File: src/rtl/mem_arbiter_pkg.sv
// Shared encodings for the memory arbiter: FSM states, owners,
// access-size codes and the IO address region.
package mem_arbiter_pkg;

    // FSM state encoding
    localparam logic [1:0] ST_IDLE  = 2'd0;
    localparam logic [1:0] ST_READ  = 2'd1;
    localparam logic [1:0] ST_WRITE = 2'd2;

    // Owner of the transaction in flight
    localparam logic [1:0] OWN_NONE = 2'd0;
    localparam logic [1:0] OWN_IF   = 2'd1;
    localparam logic [1:0] OWN_LR   = 2'd2;
    localparam logic [1:0] OWN_LW   = 2'd3;

    // Access size codes (bytes - 1)
    localparam logic [1:0] OFF_BYTE = 2'd0;
    localparam logic [1:0] OFF_HALF = 2'd1;
    localparam logic [1:0] OFF_WORD = 2'd3;

    // addr[17:16] value that selects the IO region
    localparam logic [1:0] IO_REGION = 2'b11;

endpackage

File: src/rtl/mem_arbiter_if.sv
// Request/grant/done handshakes of fetch and LSB plus the byte-wide RAM port.
// slave: the arbiter side; master: the requesters and memory side.
interface mem_arbiter_if #(
    parameter int ADDR_WIDTH = 32,
    parameter int WORD_WIDTH = 32
);
    logic                  if_r_en_in;
    logic [ADDR_WIDTH-1:0] if_r_a_in;
    logic                  if_r_gr_out;
    logic                  if_r_en_out;
    logic [WORD_WIDTH-1:0] if_d_out;

    logic                  lsb_r_en_in;
    logic [1:0]            lsb_r_offset_in;
    logic [ADDR_WIDTH-1:0] lsb_r_a_in;
    logic                  lsb_r_gr_out;
    logic                  lsb_r_en_out;
    logic [WORD_WIDTH-1:0] lsb_d_out;

    logic                  lsb_w_en_in;
    logic [1:0]            lsb_w_offset_in;
    logic [ADDR_WIDTH-1:0] lsb_w_a_in;
    logic [WORD_WIDTH-1:0] lsb_d_in;
    logic                  lsb_w_gr_out;
    logic                  lsb_w_en_out;

    logic [7:0]            mem_din_in;
    logic [7:0]            mem_dout_out;
    logic [ADDR_WIDTH-1:0] mem_a_out;
    logic                  mem_wr_out;

    logic                  io_buffer_full_in;
    logic                  clear_branch_in;

    modport slave (
        input  if_r_en_in, if_r_a_in,
        output if_r_gr_out, if_r_en_out, if_d_out,
        input  lsb_r_en_in, lsb_r_offset_in, lsb_r_a_in,
        output lsb_r_gr_out, lsb_r_en_out, lsb_d_out,
        input  lsb_w_en_in, lsb_w_offset_in, lsb_w_a_in, lsb_d_in,
        output lsb_w_gr_out, lsb_w_en_out,
        input  mem_din_in,
        output mem_dout_out, mem_a_out, mem_wr_out,
        input  io_buffer_full_in, clear_branch_in
    );

    modport master (
        output if_r_en_in, if_r_a_in,
        input  if_r_gr_out, if_r_en_out, if_d_out,
        output lsb_r_en_in, lsb_r_offset_in, lsb_r_a_in,
        input  lsb_r_gr_out, lsb_r_en_out, lsb_d_out,
        output lsb_w_en_in, lsb_w_offset_in, lsb_w_a_in, lsb_d_in,
        input  lsb_w_gr_out, lsb_w_en_out,
        output mem_din_in,
        input  mem_dout_out, mem_a_out, mem_wr_out,
        output io_buffer_full_in, clear_branch_in
    );
endinterface

File: src/rtl/mem_arbiter.sv
// Byte-wide RAM port arbiter: store > load > fetch, serialises 1/2/4-byte
// accesses into byte transactions and assembles read bytes into a word.
module mem_arbiter
    import mem_arbiter_pkg::*;
#(
    parameter int ADDR_WIDTH = 32,
    parameter int WORD_WIDTH = 32
) (
    input  logic          clk_in,
    input  logic          rst_n_in,
    input  logic          rdy_in,
    mem_arbiter_if.slave  bus
);

    logic [1:0]            state;
    logic [1:0]            owner;
    logic [1:0]            offset;
    logic [2:0]            cnt;
    logic [ADDR_WIDTH-1:0] addr;
    logic [WORD_WIDTH-1:0] wdata;
    logic [WORD_WIDTH-1:0] rword;

    logic                  if_gr_q, if_done_q, lr_gr_q, lr_done_q, lw_gr_q, lw_done_q;
    logic [WORD_WIDTH-1:0] if_d_q, lsb_d_q;
    logic [ADDR_WIDTH-1:0] mem_a_q;
    logic [7:0]            mem_dout_q;
    logic                  mem_wr_q;

    logic [2:0]            cnt_p1;
    logic [1:0]            rd_lane;
    logic                  io_stall;
    logic                  abort_read;

    function automatic logic [WORD_WIDTH-1:0] lane_insert(
        input logic [WORD_WIDTH-1:0] w,
        input logic [1:0]            lane,
        input logic [7:0]            b
    );
        logic [WORD_WIDTH-1:0] r;
        r = w;
        r[{lane, 3'b000} +: 8] = b;
        return r;
    endfunction

    function automatic logic [7:0] lane_select(
        input logic [WORD_WIDTH-1:0] w,
        input logic [1:0]            lane
    );
        return w[{lane, 3'b000} +: 8];
    endfunction

    // Helper terms: next byte index, lane of the byte on mem_din, IO stall and flush abort
    always_comb begin
        cnt_p1     = cnt + 3'd1;
        rd_lane    = cnt[1:0] - 2'd1;
        io_stall   = (addr[17:16] == IO_REGION) && bus.io_buffer_full_in;
        abort_read = bus.clear_branch_in && ((owner == OWN_IF) || (owner == OWN_LR));
    end

    // Arbitration FSM, byte sequencing and registered outputs
    always_ff @(posedge clk_in or negedge rst_n_in) begin
        if (!rst_n_in) begin
            state      <= ST_IDLE;
            owner      <= OWN_NONE;
            offset     <= OFF_BYTE;
            cnt        <= '0;
            addr       <= '0;
            wdata      <= '0;
            rword      <= '0;
            if_gr_q    <= 1'b0;
            if_done_q  <= 1'b0;
            lr_gr_q    <= 1'b0;
            lr_done_q  <= 1'b0;
            lw_gr_q    <= 1'b0;
            lw_done_q  <= 1'b0;
            if_d_q     <= '0;
            lsb_d_q    <= '0;
            mem_a_q    <= '0;
            mem_dout_q <= '0;
            mem_wr_q   <= 1'b0;
        end else if (rdy_in) begin
            if_gr_q   <= 1'b0;
            if_done_q <= 1'b0;
            lr_gr_q   <= 1'b0;
            lr_done_q <= 1'b0;
            lw_gr_q   <= 1'b0;
            lw_done_q <= 1'b0;
            case (state)
                ST_IDLE: begin
                    cnt   <= '0;
                    rword <= '0;
                    if (bus.lsb_w_en_in) begin
                        owner      <= OWN_LW;
                        offset     <= bus.lsb_w_offset_in;
                        addr       <= bus.lsb_w_a_in;
                        wdata      <= bus.lsb_d_in;
                        state      <= ST_WRITE;
                        lw_gr_q    <= 1'b1;
                        mem_a_q    <= bus.lsb_w_a_in;
                        mem_dout_q <= lane_select(bus.lsb_d_in, 2'd0);
                        // first byte may already be stalled by a full IO buffer
                        mem_wr_q   <= !((bus.lsb_w_a_in[17:16] == IO_REGION) && bus.io_buffer_full_in);
                    end else if (bus.lsb_r_en_in && !bus.clear_branch_in) begin
                        owner      <= OWN_LR;
                        offset     <= bus.lsb_r_offset_in;
                        addr       <= bus.lsb_r_a_in;
                        state      <= ST_READ;
                        lr_gr_q    <= 1'b1;
                        mem_a_q    <= bus.lsb_r_a_in;
                        mem_dout_q <= '0;
                        mem_wr_q   <= 1'b0;
                    end else if (bus.if_r_en_in && !bus.clear_branch_in) begin
                        owner      <= OWN_IF;
                        offset     <= OFF_WORD;
                        addr       <= bus.if_r_a_in;
                        state      <= ST_READ;
                        if_gr_q    <= 1'b1;
                        mem_a_q    <= bus.if_r_a_in;
                        mem_dout_q <= '0;
                        mem_wr_q   <= 1'b0;
                    end else begin
                        owner      <= OWN_NONE;
                        mem_a_q    <= '0;
                        mem_dout_q <= '0;
                        mem_wr_q   <= 1'b0;
                    end
                end

                ST_READ: begin
                    if (abort_read) begin
                        state    <= ST_IDLE;
                        mem_a_q  <= '0;
                        mem_wr_q <= 1'b0;
                    end else if (cnt == ({1'b0, offset} + 3'd1)) begin
                        // last byte is on mem_din now: publish the word directly
                        state   <= ST_IDLE;
                        mem_a_q <= '0;
                        if (owner == OWN_IF) begin
                            if_done_q <= 1'b1;
                            if_d_q    <= lane_insert(rword, rd_lane, bus.mem_din_in);
                        end else begin
                            lr_done_q <= 1'b1;
                            lsb_d_q   <= lane_insert(rword, rd_lane, bus.mem_din_in);
                        end
                    end else begin
                        if (cnt != 3'd0) begin
                            rword <= lane_insert(rword, rd_lane, bus.mem_din_in);
                        end
                        cnt <= cnt_p1;
                        if (cnt < {1'b0, offset}) begin
                            mem_a_q <= addr + ADDR_WIDTH'(cnt_p1);
                        end
                    end
                end

                ST_WRITE: begin
                    // mem_wr low means byte cnt is still pending behind an IO stall
                    if (!mem_wr_q) begin
                        mem_wr_q <= !io_stall;
                    end else if (cnt == {1'b0, offset}) begin
                        state      <= ST_IDLE;
                        lw_done_q  <= 1'b1;
                        mem_a_q    <= '0;
                        mem_dout_q <= '0;
                        mem_wr_q   <= 1'b0;
                    end else begin
                        cnt        <= cnt_p1;
                        mem_a_q    <= addr + ADDR_WIDTH'(cnt_p1);
                        mem_dout_q <= lane_select(wdata, cnt_p1[1:0]);
                        mem_wr_q   <= !io_stall;
                    end
                end

                default: begin
                    state    <= ST_IDLE;
                    mem_a_q  <= '0;
                    mem_wr_q <= 1'b0;
                end
            endcase
        end
    end

    assign bus.if_r_gr_out  = if_gr_q;
    assign bus.if_r_en_out  = if_done_q;
    assign bus.if_d_out     = if_d_q;
    assign bus.lsb_r_gr_out = lr_gr_q;
    assign bus.lsb_r_en_out = lr_done_q;
    assign bus.lsb_d_out    = lsb_d_q;
    assign bus.lsb_w_gr_out = lw_gr_q;
    assign bus.lsb_w_en_out = lw_done_q;
    assign bus.mem_a_out    = mem_a_q;
    assign bus.mem_dout_out = mem_dout_q;
    assign bus.mem_wr_out   = mem_wr_q;

endmodule
File: src/flat_wrapper.sv
// flat-port wrapper written by rule: the top's interface ports become plain ports
module mem_arbiter_flat import mem_arbiter_pkg::*;
#(
    parameter int ADDR_WIDTH = 32,
    parameter int WORD_WIDTH = 32
)
  (clk_in, rst_n_in, rdy_in, bus_if_r_en_in, bus_if_r_a_in, bus_if_r_gr_out, bus_if_r_en_out, bus_if_d_out, bus_lsb_r_en_in, bus_lsb_r_offset_in, bus_lsb_r_a_in, bus_lsb_r_gr_out, bus_lsb_r_en_out, bus_lsb_d_out, bus_lsb_w_en_in, bus_lsb_w_offset_in, bus_lsb_w_a_in, bus_lsb_d_in, bus_lsb_w_gr_out, bus_lsb_w_en_out, bus_mem_din_in, bus_mem_dout_out, bus_mem_a_out, bus_mem_wr_out, bus_io_buffer_full_in, bus_clear_branch_in);
  mem_arbiter_if #(.ADDR_WIDTH(ADDR_WIDTH), .WORD_WIDTH(WORD_WIDTH)) bus_i ();
  input  logic clk_in;
  input  logic rst_n_in;
  input  logic rdy_in;
  input wire logic [$bits(bus_i.if_r_en_in)-1:0] bus_if_r_en_in;
  input wire logic [$bits(bus_i.if_r_a_in)-1:0] bus_if_r_a_in;
  output wire logic [$bits(bus_i.if_r_gr_out)-1:0] bus_if_r_gr_out;
  output wire logic [$bits(bus_i.if_r_en_out)-1:0] bus_if_r_en_out;
  output wire logic [$bits(bus_i.if_d_out)-1:0] bus_if_d_out;
  input wire logic [$bits(bus_i.lsb_r_en_in)-1:0] bus_lsb_r_en_in;
  input wire logic [$bits(bus_i.lsb_r_offset_in)-1:0] bus_lsb_r_offset_in;
  input wire logic [$bits(bus_i.lsb_r_a_in)-1:0] bus_lsb_r_a_in;
  output wire logic [$bits(bus_i.lsb_r_gr_out)-1:0] bus_lsb_r_gr_out;
  output wire logic [$bits(bus_i.lsb_r_en_out)-1:0] bus_lsb_r_en_out;
  output wire logic [$bits(bus_i.lsb_d_out)-1:0] bus_lsb_d_out;
  input wire logic [$bits(bus_i.lsb_w_en_in)-1:0] bus_lsb_w_en_in;
  input wire logic [$bits(bus_i.lsb_w_offset_in)-1:0] bus_lsb_w_offset_in;
  input wire logic [$bits(bus_i.lsb_w_a_in)-1:0] bus_lsb_w_a_in;
  input wire logic [$bits(bus_i.lsb_d_in)-1:0] bus_lsb_d_in;
  output wire logic [$bits(bus_i.lsb_w_gr_out)-1:0] bus_lsb_w_gr_out;
  output wire logic [$bits(bus_i.lsb_w_en_out)-1:0] bus_lsb_w_en_out;
  input wire logic [$bits(bus_i.mem_din_in)-1:0] bus_mem_din_in;
  output wire logic [$bits(bus_i.mem_dout_out)-1:0] bus_mem_dout_out;
  output wire logic [$bits(bus_i.mem_a_out)-1:0] bus_mem_a_out;
  output wire logic [$bits(bus_i.mem_wr_out)-1:0] bus_mem_wr_out;
  input wire logic [$bits(bus_i.io_buffer_full_in)-1:0] bus_io_buffer_full_in;
  input wire logic [$bits(bus_i.clear_branch_in)-1:0] bus_clear_branch_in;
  assign bus_i.if_r_en_in = bus_if_r_en_in;
  assign bus_i.if_r_a_in = bus_if_r_a_in;
  assign bus_if_r_gr_out = bus_i.if_r_gr_out;
  assign bus_if_r_en_out = bus_i.if_r_en_out;
  assign bus_if_d_out = bus_i.if_d_out;
  assign bus_i.lsb_r_en_in = bus_lsb_r_en_in;
  assign bus_i.lsb_r_offset_in = bus_lsb_r_offset_in;
  assign bus_i.lsb_r_a_in = bus_lsb_r_a_in;
  assign bus_lsb_r_gr_out = bus_i.lsb_r_gr_out;
  assign bus_lsb_r_en_out = bus_i.lsb_r_en_out;
  assign bus_lsb_d_out = bus_i.lsb_d_out;
  assign bus_i.lsb_w_en_in = bus_lsb_w_en_in;
  assign bus_i.lsb_w_offset_in = bus_lsb_w_offset_in;
  assign bus_i.lsb_w_a_in = bus_lsb_w_a_in;
  assign bus_i.lsb_d_in = bus_lsb_d_in;
  assign bus_lsb_w_gr_out = bus_i.lsb_w_gr_out;
  assign bus_lsb_w_en_out = bus_i.lsb_w_en_out;
  assign bus_i.mem_din_in = bus_mem_din_in;
  assign bus_mem_dout_out = bus_i.mem_dout_out;
  assign bus_mem_a_out = bus_i.mem_a_out;
  assign bus_mem_wr_out = bus_i.mem_wr_out;
  assign bus_i.io_buffer_full_in = bus_io_buffer_full_in;
  assign bus_i.clear_branch_in = bus_clear_branch_in;
  mem_arbiter #(.ADDR_WIDTH(ADDR_WIDTH), .WORD_WIDTH(WORD_WIDTH)) u_core (.clk_in(clk_in), .rst_n_in(rst_n_in), .rdy_in(rdy_in), .bus(bus_i));
endmodule
File: config.mk
export PLATFORM = sky130hd
export DESIGN_NAME = mem_arbiter_flat
export DESIGN_NICKNAME = d
export VERILOG_FILES = /design/src/rtl/mem_arbiter_pkg.sv /design/src/rtl/mem_arbiter_if.sv /design/src/rtl/mem_arbiter.sv /design/src/flat_wrapper.sv
export SDC_FILE = /design/constraint.sdc
export NUM_CORES = 1
export LEC_CHECK = 0
export ABC_CLOCK_PERIOD_IN_PS = 2800
export CAP_MARGIN = 20
export CORE_ASPECT_RATIO = 0.8
export CORE_MARGIN = 4
export CORE_UTILIZATION = 30
export DETAILED_ROUTE_END_ITERATION = 7
export GPL_ROUTABILITY_DRIVEN = 1
export GPL_TIMING_DRIVEN = 0
export PLACE_DENSITY = 0.51
export SLEW_MARGIN = 15
export SYNTH_ARGS = -nofsm -noshare
export SYNTH_HDL_FRONTEND = slang
export SYNTH_SLANG_ARGS = --single-unit
File: constraint.sdc
create_clock -name clk_in -period 2.8 [get_ports clk_in]
set_input_delay 0.42 -clock clk_in [delete_from_list [all_inputs] [get_ports clk_in]]
set_output_delay 0.42 -clock clk_in [all_outputs]
set_load 0.1 [all_outputs]
==> results.md <==
* Run status: completed
* Largest net degree at the start of global routing at 101
* Final GP Congestion at 0.960
* Vias per cell at 5.21
* Detailed Route WL at 40.1 mm
* Clk sinks at 216
* Post-placement setup slack at -915 ps
* Slew HR at 24.4%
* Cells on worst reg2reg path at 10
* Post-synth top flop: dfrtp_1
* CP Launch Type: register
* Asr flop ratio synth at 100%
* Area share of fa/ha/maj cells after synthesis at 2.11%
* CP max stage delay at 440 ps
* Post-Synth Simple-Gate Area at 11.4%
* HP Class: in -> reg
* Global-route wire length before repair at 61.2 mm
* Core Util, Final at 42.3%
* # IOs at 259
* Tot Pwr at 15.3 mW
* Antenna violation net count after detailed routing at 0
* Worst r2r src: u_core.cnt[0]$_DFFE_PN0P_
* Die Y at 179 um
* Buffers added on ports at 249
* Final hold slack at 266 ps
* Unrepaired setup endpoints after global routing: true
* Max cap viols at 0
* Fin Clk Skew at 10.9 ps
* Crit path from: u_core.cnt[0]$_DFFE_PN0P_
* Worst path cell trace: buf_4 -> ha_1 -> xor2_2 -> ha_4 -> o211ai_1 -> nor4b_4 -> buf_6 -> nand4_1 -> xor2_1 -> o221ai_1
* Routed via count at 9687
* Sequential-to-total area share from yosys stat at 49.1%
* Crit path kind: reg -> reg
* FP Rows at 62
* Final TNS setup at 0 ps
* Drt initial violations at 859
* Fin crit period at 2720 ps
* # setup viols final at 0
* Most common cell after layout, fill and taps aside: clkdlybuf4s50_1
* H-tree level count at 1
* Worst Path Arrival at 3120 ps
* Xor and xnor fraction of the mapped netlist area at 2.46%
* Core area at 36100 um2
* Worst Path Required at 3200 ps
* Number of synthesized flops with an enable pin at 0
* Reg2Reg Setup Slack at 80 ps
* Drt pass-1 iters at 7
* Netlist cell types at 58
* Yosys reg bits at 216
* Post-synthesis average cell area at 10.3 um2
* Nets at 1527
* Critical-path top delay cell: dfrtp_2
* Pleak at 6.49 nW
* Routed len/inst at 21.6 um
* Most frequent cells in the layout: clkdlybuf4s50_1, dfrtp_1, nand2_1
* CTS root buf: clkbuf_16
* Multiplexer share of the synthesized area at 11.4%
* Final WS setup at 80.3 ps
* Slew @ Worst Pin at 1130 ps
* Final hold viol count at 0
* Remaining Overflow, GRT at 0
* Yosys warnings at 0
* Area growth, synth to finish at 38.4%
* Fmax at 0.368 GHz
* Peak supply drop at 0.592 mV
* TritonCTS clock tree: done
* Syn_nets at 1238
* Largest family of logic cells by synthesized area: compound AO/OA/AOI/OAI gates
* CTS clk-pin slew, worst paths at 70 ps
* Clock buffer depth at 3
* Initial Util at 30.5%
* Share of cells above drive strength 1 at 15.9%
* Total GRT Usage at 19.4%
* Worst Setup EP: u_core.bus.mem_a_out[29]$_DFFE_PN0P_
* Post-route DRC at 0
* Worst R2R End: u_core.bus.mem_a_out[29]$_DFFE_PN0P_
* Crit share post-route at 97.1%
* Hpwl dp at 30.0 mm
* Worst skew pair latency at 530 ps
* Syn Inst Count at 1072
* Pwr Density at 1000 nW/um2
* Die area at 39900 um2
* Initial antenna violation count at 2
* Crit Path Max Fanout at 5
* Die extent in x at 222 um
* Vias in the first global route at 9771
* CTS Buf Count at 24
* Synthesized area at 11000 um2
* Final Max Tran Viols at 0
* Crit end category: register
* Synth Area in Compound Gates at 19.1%
==> worst min-delay path by stage <==
| stage | end | start | depth (start not counted) |
|---|---|---|---|
| detailed placement | u_core.bus.if_d_out[14]$_DFFE_PN0P_ | rst_n_in | 1 |
| global route | u_core.bus.lsb_w_en_out$_DFFE_PN0P_ | rdy_in | 3 |
| floorplan | u_core.addr[0]$_DFFE_PN0P_ | rst_n_in | 0 |
| finish | u_core.bus.lsb_w_en_out$_DFFE_PN0P_ | rdy_in | 3 |
| global placement | u_core.bus.mem_dout_out[2]$_DFFE_PN0P_ | u_core.bus.mem_dout_out[2]$_DFFE_PN0P_ | 2 |
| CTS | u_core.bus.lsb_w_en_out$_DFFE_PN0P_ | rdy_in | 3 |
==> repair_timing <==
| action | CTS | global route |
|---|---|---|
| hold buffers | 1 | 0 |
| buffers inserted | 2 | 8 |
| gates cloned | 0 | 1 |
| resized for setup | 24 | 35 |
| endpoints found under the setup margin | 141 | 135 |
| pin swaps | 3 | 7 |
| endpoints found under the hold margin | 53 | 0 |
==> metal layers <==
| metal | track usage, % | vias up | routed length [um] |
|---|---|---|---|
| met5 | 0 | - | 13 |
| met4 | 4.04 | 2 | 840 |
| met3 | 4.89 | 51 | 3270 |
| met2 | 27.9 | 361 | 16600 |
| met1 | 29.4 | 4844 | 19400 |
| li1 | - | 4429 | - |
==> cell families after synthesis <==
kind of cell	after synthesis
buffers and inverters	123
multiplexers	104
flip-flops	216
XOR/XNOR	31
AO/OA/AOI/OAI	309
adder cells (fa/ha/maj)	18
AND/OR/NAND/NOR	271
==> through the flow <==
step / instance area (um2) / cells
2_1_floorplan: 11000 / 1072
4_1_cts: 15100 / 1848
5_1_grt: 15200 / 1858
6_report: 15200 / 1858
3_3_place_gp: 14100 / 1801
3_5_place_dp: 14200 / 1803
==> where the power goes <==
part / internal (mW) / total (mW) / switching [mW]
sequential: 3.98 / 4.71 / 0.731
clock: 1.85 / 3.19 / 1.34
combinational: 2.43 / 7.38 / 4.95
==> state kept, by name (all words and copies together) (netlist names) <==
register / count
u_core.bus.if_r_en_out: 1
u_core.bus.mem_dout_out: 8
u_core.state: 2
u_core.owner: 2
u_core.bus.lsb_r_en_out: 1
u_core.bus.lsb_r_gr_out: 1
u_core.bus.lsb_w_en_out: 1
u_core.wdata: 32
u_core.bus.if_r_gr_out: 1
u_core.bus.mem_a_out: 32
u_core.bus.lsb_w_gr_out: 1
u_core.addr: 32
u_core.bus.if_d_out: 32
u_core.bus.lsb_d_out: 32
u_core.bus.mem_wr_out: 1
u_core.offset: 2
u_core.rword: 32
u_core.cnt: 3
==> synth_stat cells, types with 3 or more instances <==
cell       number  area (um2)
and2_1          4        25.0
xor2_1         16         140
mux2_2         96        1080
o2bb2ai_1       7        61.3
or3_1          11        68.8
o211ai_1       11        82.6
a2bb2oi_1       3        26.3
a22oi_1        16         120
nand2_1       150         563
a21oi_1        68         340
and3_1         13        81.3
a32oi_1         3        26.3
nand3_1        10        50.1
o21ai_0        74         370
mux4_2          8         180
a21o_1         18         135
buf_1          18        67.6
nor3_1         10        50.1
o221ai_1       12         105
clkbuf_1       38         143
nand2b_1       12        75.1
a31oi_1         5        31.3
o31ai_1        17         128
nand4_1        13        81.3
a22o_1         53         464
nor2b_1         3        18.8
dfrtp_1       216        5410
nor4_1          3        18.8
inv_1          50         188
xnor2_1        15         131
buf_2          13        65.1
ha_1           17         213
o211ai_2        5        62.6
nor2_1         31         116
nand3b_1        3        22.5
o32ai_1         4        35.0
==> worst max-delay path, delay by kind of cell, from the launching register on <==
family                     cells  cell delay (ps)
buffers and inverters          2              330
DFF                            1              440
xor gates and xnor gates       2              390
AOI/OAI and AO/OA              2              300
adders and majority gates      2              540
and+or+nand+nor                2              570
==> layout make-up <==
| cell class | instances | area (um2) |
|---|---|---|
| clock inverter | 10 | 80.1 |
| inverter | 51 | 191 |
| fill | 3502 | 20800 |
| multi-input combinational | 733 | 5280 |
| antenna | 1 | 2.50 |
| tap | 480 | 601 |
| clock buffer | 32 | 702 |
| buffer | 72 | 332 |
| sequential | 216 | 5410 |
| timing repair buffer | 263 | 2650 |
Note: power is estimated with default switching activity, not from simulation.
==> patch, RTL diff (config.mk and constraints unchanged) <==
`ADDR_WIDTH` is set to 32 in 3 places; all go to 24.
--- a/src/rtl/mem_arbiter_if.sv
+++ b/src/rtl/mem_arbiter_if.sv
@@ -1,7 +1,7 @@
 // Request/grant/done handshakes of fetch and LSB plus the byte-wide RAM port.
 // slave: the arbiter side; master: the requesters and memory side.
 interface mem_arbiter_if #(
-    parameter int ADDR_WIDTH = 32,
+    parameter int ADDR_WIDTH = 24,
     parameter int WORD_WIDTH = 32
 );
     logic                  if_r_en_in;
--- a/src/rtl/mem_arbiter.sv
+++ b/src/rtl/mem_arbiter.sv
@@ -3,7 +3,7 @@
 module mem_arbiter
     import mem_arbiter_pkg::*;
 #(
-    parameter int ADDR_WIDTH = 32,
+    parameter int ADDR_WIDTH = 24,
     parameter int WORD_WIDTH = 32
 ) (
     input  logic          clk_in,
--- a/src/flat_wrapper.sv
+++ b/src/flat_wrapper.sv
@@ -1,7 +1,7 @@
 // flat-port wrapper written by rule: the top's interface ports become plain ports
 module mem_arbiter_flat import mem_arbiter_pkg::*;
 #(
-    parameter int ADDR_WIDTH = 32,
+    parameter int ADDR_WIDTH = 24,
     parameter int WORD_WIDTH = 32
 )
   (clk_in, rst_n_in, rdy_in, bus_if_r_en_in, bus_if_r_a_in, bus_if_r_gr_out, bus_if_r_en_out, bus_if_d_out, bus_lsb_r_en_in, bus_lsb_r_offset_in, bus_lsb_r_a_in, bus_lsb_r_gr_out, bus_lsb_r_en_out, bus_lsb_d_out, bus_lsb_w_en_in, bus_lsb_w_offset_in, bus_lsb_w_a_in, bus_lsb_d_in, bus_lsb_w_gr_out, bus_lsb_w_en_out, bus_mem_din_in, bus_mem_dout_out, bus_mem_a_out, bus_mem_wr_out, bus_io_buffer_full_in, bus_clear_branch_in);
Ports: changed (resized bus_if_r_a_in, bus_lsb_r_a_in, bus_lsb_w_a_in and bus_mem_a_out); port bits go from 259 to 227. The function was not compared with the original's and may differ.
==> patch against the unedited design <==
  * Die area down 11%
  * Clock skew up 5.2 ps
  * Final area down 13%
  * Area after synthesis down 11%
  * Sequential cell count down 16
  * Wire length down 15%
  * Power up 2.0%
  * Worst setup slack better by 64 ps
  * First-iteration DRC count down 27%
  * Critical endpoint is now u_core.bus.mem_a_out[4]
  * Largest cell class unchanged
==> patch: results (changes against the unedited design) <==
fill_cells: 3124  # was 3502
use_met1: 0.270  # was 0.294
switching_share: 0.508  # was 0.460
crit_slowest_cell: "fa_1"  # was dfrtp_2
cts_buffers: 17  # was 24
nets: 1333  # was 1527
numPortBuffers: 216  # was 249
p_leak_uw: 0.00552  # was 0.00649 uW
dr.pass1.iters: 5  # was 7
wl_met2_um: 15500  # was 16600 um
yosys-top-cells-count: "200 x dfrtp_1, 108 x nand2_1, 80 x a21oi_1"  # was 216 x dfrtp_1, 150 x nand2_1, 96 x mux2_2
rrSetupSlack_ps: 140  # was 80 ps
status: "complete, no violations"  # unchanged
htree_num_levels: 4  # was 1
grt_use_total: 0.191  # was 0.194
grt_pass1_wl_um: 52700  # was 61200 um
grt_util_met3: 0.0475  # was 0.0489
yosysUniqueCellTypes: 64  # was 58
arrival_ps: 3040  # was 3120 ps
critPathTopFamily: "adder cells"  # was simple AND/OR/NAND/NOR gates
cts_resized: 9  # was 24
num_vias: 8411  # was 9687
drive_gt1_frac: 0.106  # was 0.159
wl_met3_um: 1950  # was 3270 um
synth-seq-area-share: 0.512  # was 0.491
[patch: cell types whose count changed in the layout (fill, tap and decap cells not counted), sizes merged, moves of 10 or more]
cell	change
a21oi	+11
a22oi	+25
clkbuf	-26
clkdlybuf4s50	-33
dfrtp	-16
inv	-21
mux2	-59
nand2	-42
nor2	+32
o221ai	-11
xnor2	-10
[patch: final cells by class]
class | count | area share
Sequential cell | 200 | 0.378
Buffer | 61 | 0.0199
Clock buffer | 19 | 0.0334
Antenna cell | 1 | 0.000189
Timing Repair Buffer | 223 | 0.171
Inverter | 27 | 0.00793
Multi-Input combinational cell | 660 | 0.337
Tap cell | 420 | 0.0396
Clock inverter | 13 | 0.0136
[patch: logic make-up after synthesis]
kind of cell               share of synthesized area
buffers and inverters                         0.0376
and+or+nand+nor                                0.122
AOI/OAI and AO/OA                              0.223
muxes                                         0.0615
xor gates and xnor gates                      0.0188
DFF                                            0.512
adders and majority gates                     0.0251
[patch: through the flow]
| stage | power (uW) | hold WS, ps | util | setup TNS (ps) | worst slack, ps |
|---|---|---|---|---|---|
| 2_1_floorplan | 10500 | 124 | - | 0 | 41.5 |
| 3_3_place_gp | 12800 | 464 | 0.392 | -1540640 | -7680 |
| 3_5_place_dp | 12900 | 271 | 0.394 | -12710 | -660 |
| 4_1_cts | 15700 | 385 | 0.416 | 0 | 13.8 |
| 5_1_grt | 16400 | 394 | 0.417 | -7.03 | -4.62 |
| 6_report | 15600 | 399 | 0.417 | 0 | 144 |
[patch: how the worst min path moves through the flow]
stage | slack (ps) | endpoint
final | 400 | u_core.bus.mem_dout_out[3]
after global routing | 390 | u_core.bus.mem_dout_out[3]
after CTS | 390 | u_core.cnt[2]
after detailed placement | 270 | u_core.bus.mem_dout_out[3]
after global placement | 460 | u_core.bus.if_r_en_out
after floorplan | 120 | u_core.addr[0]
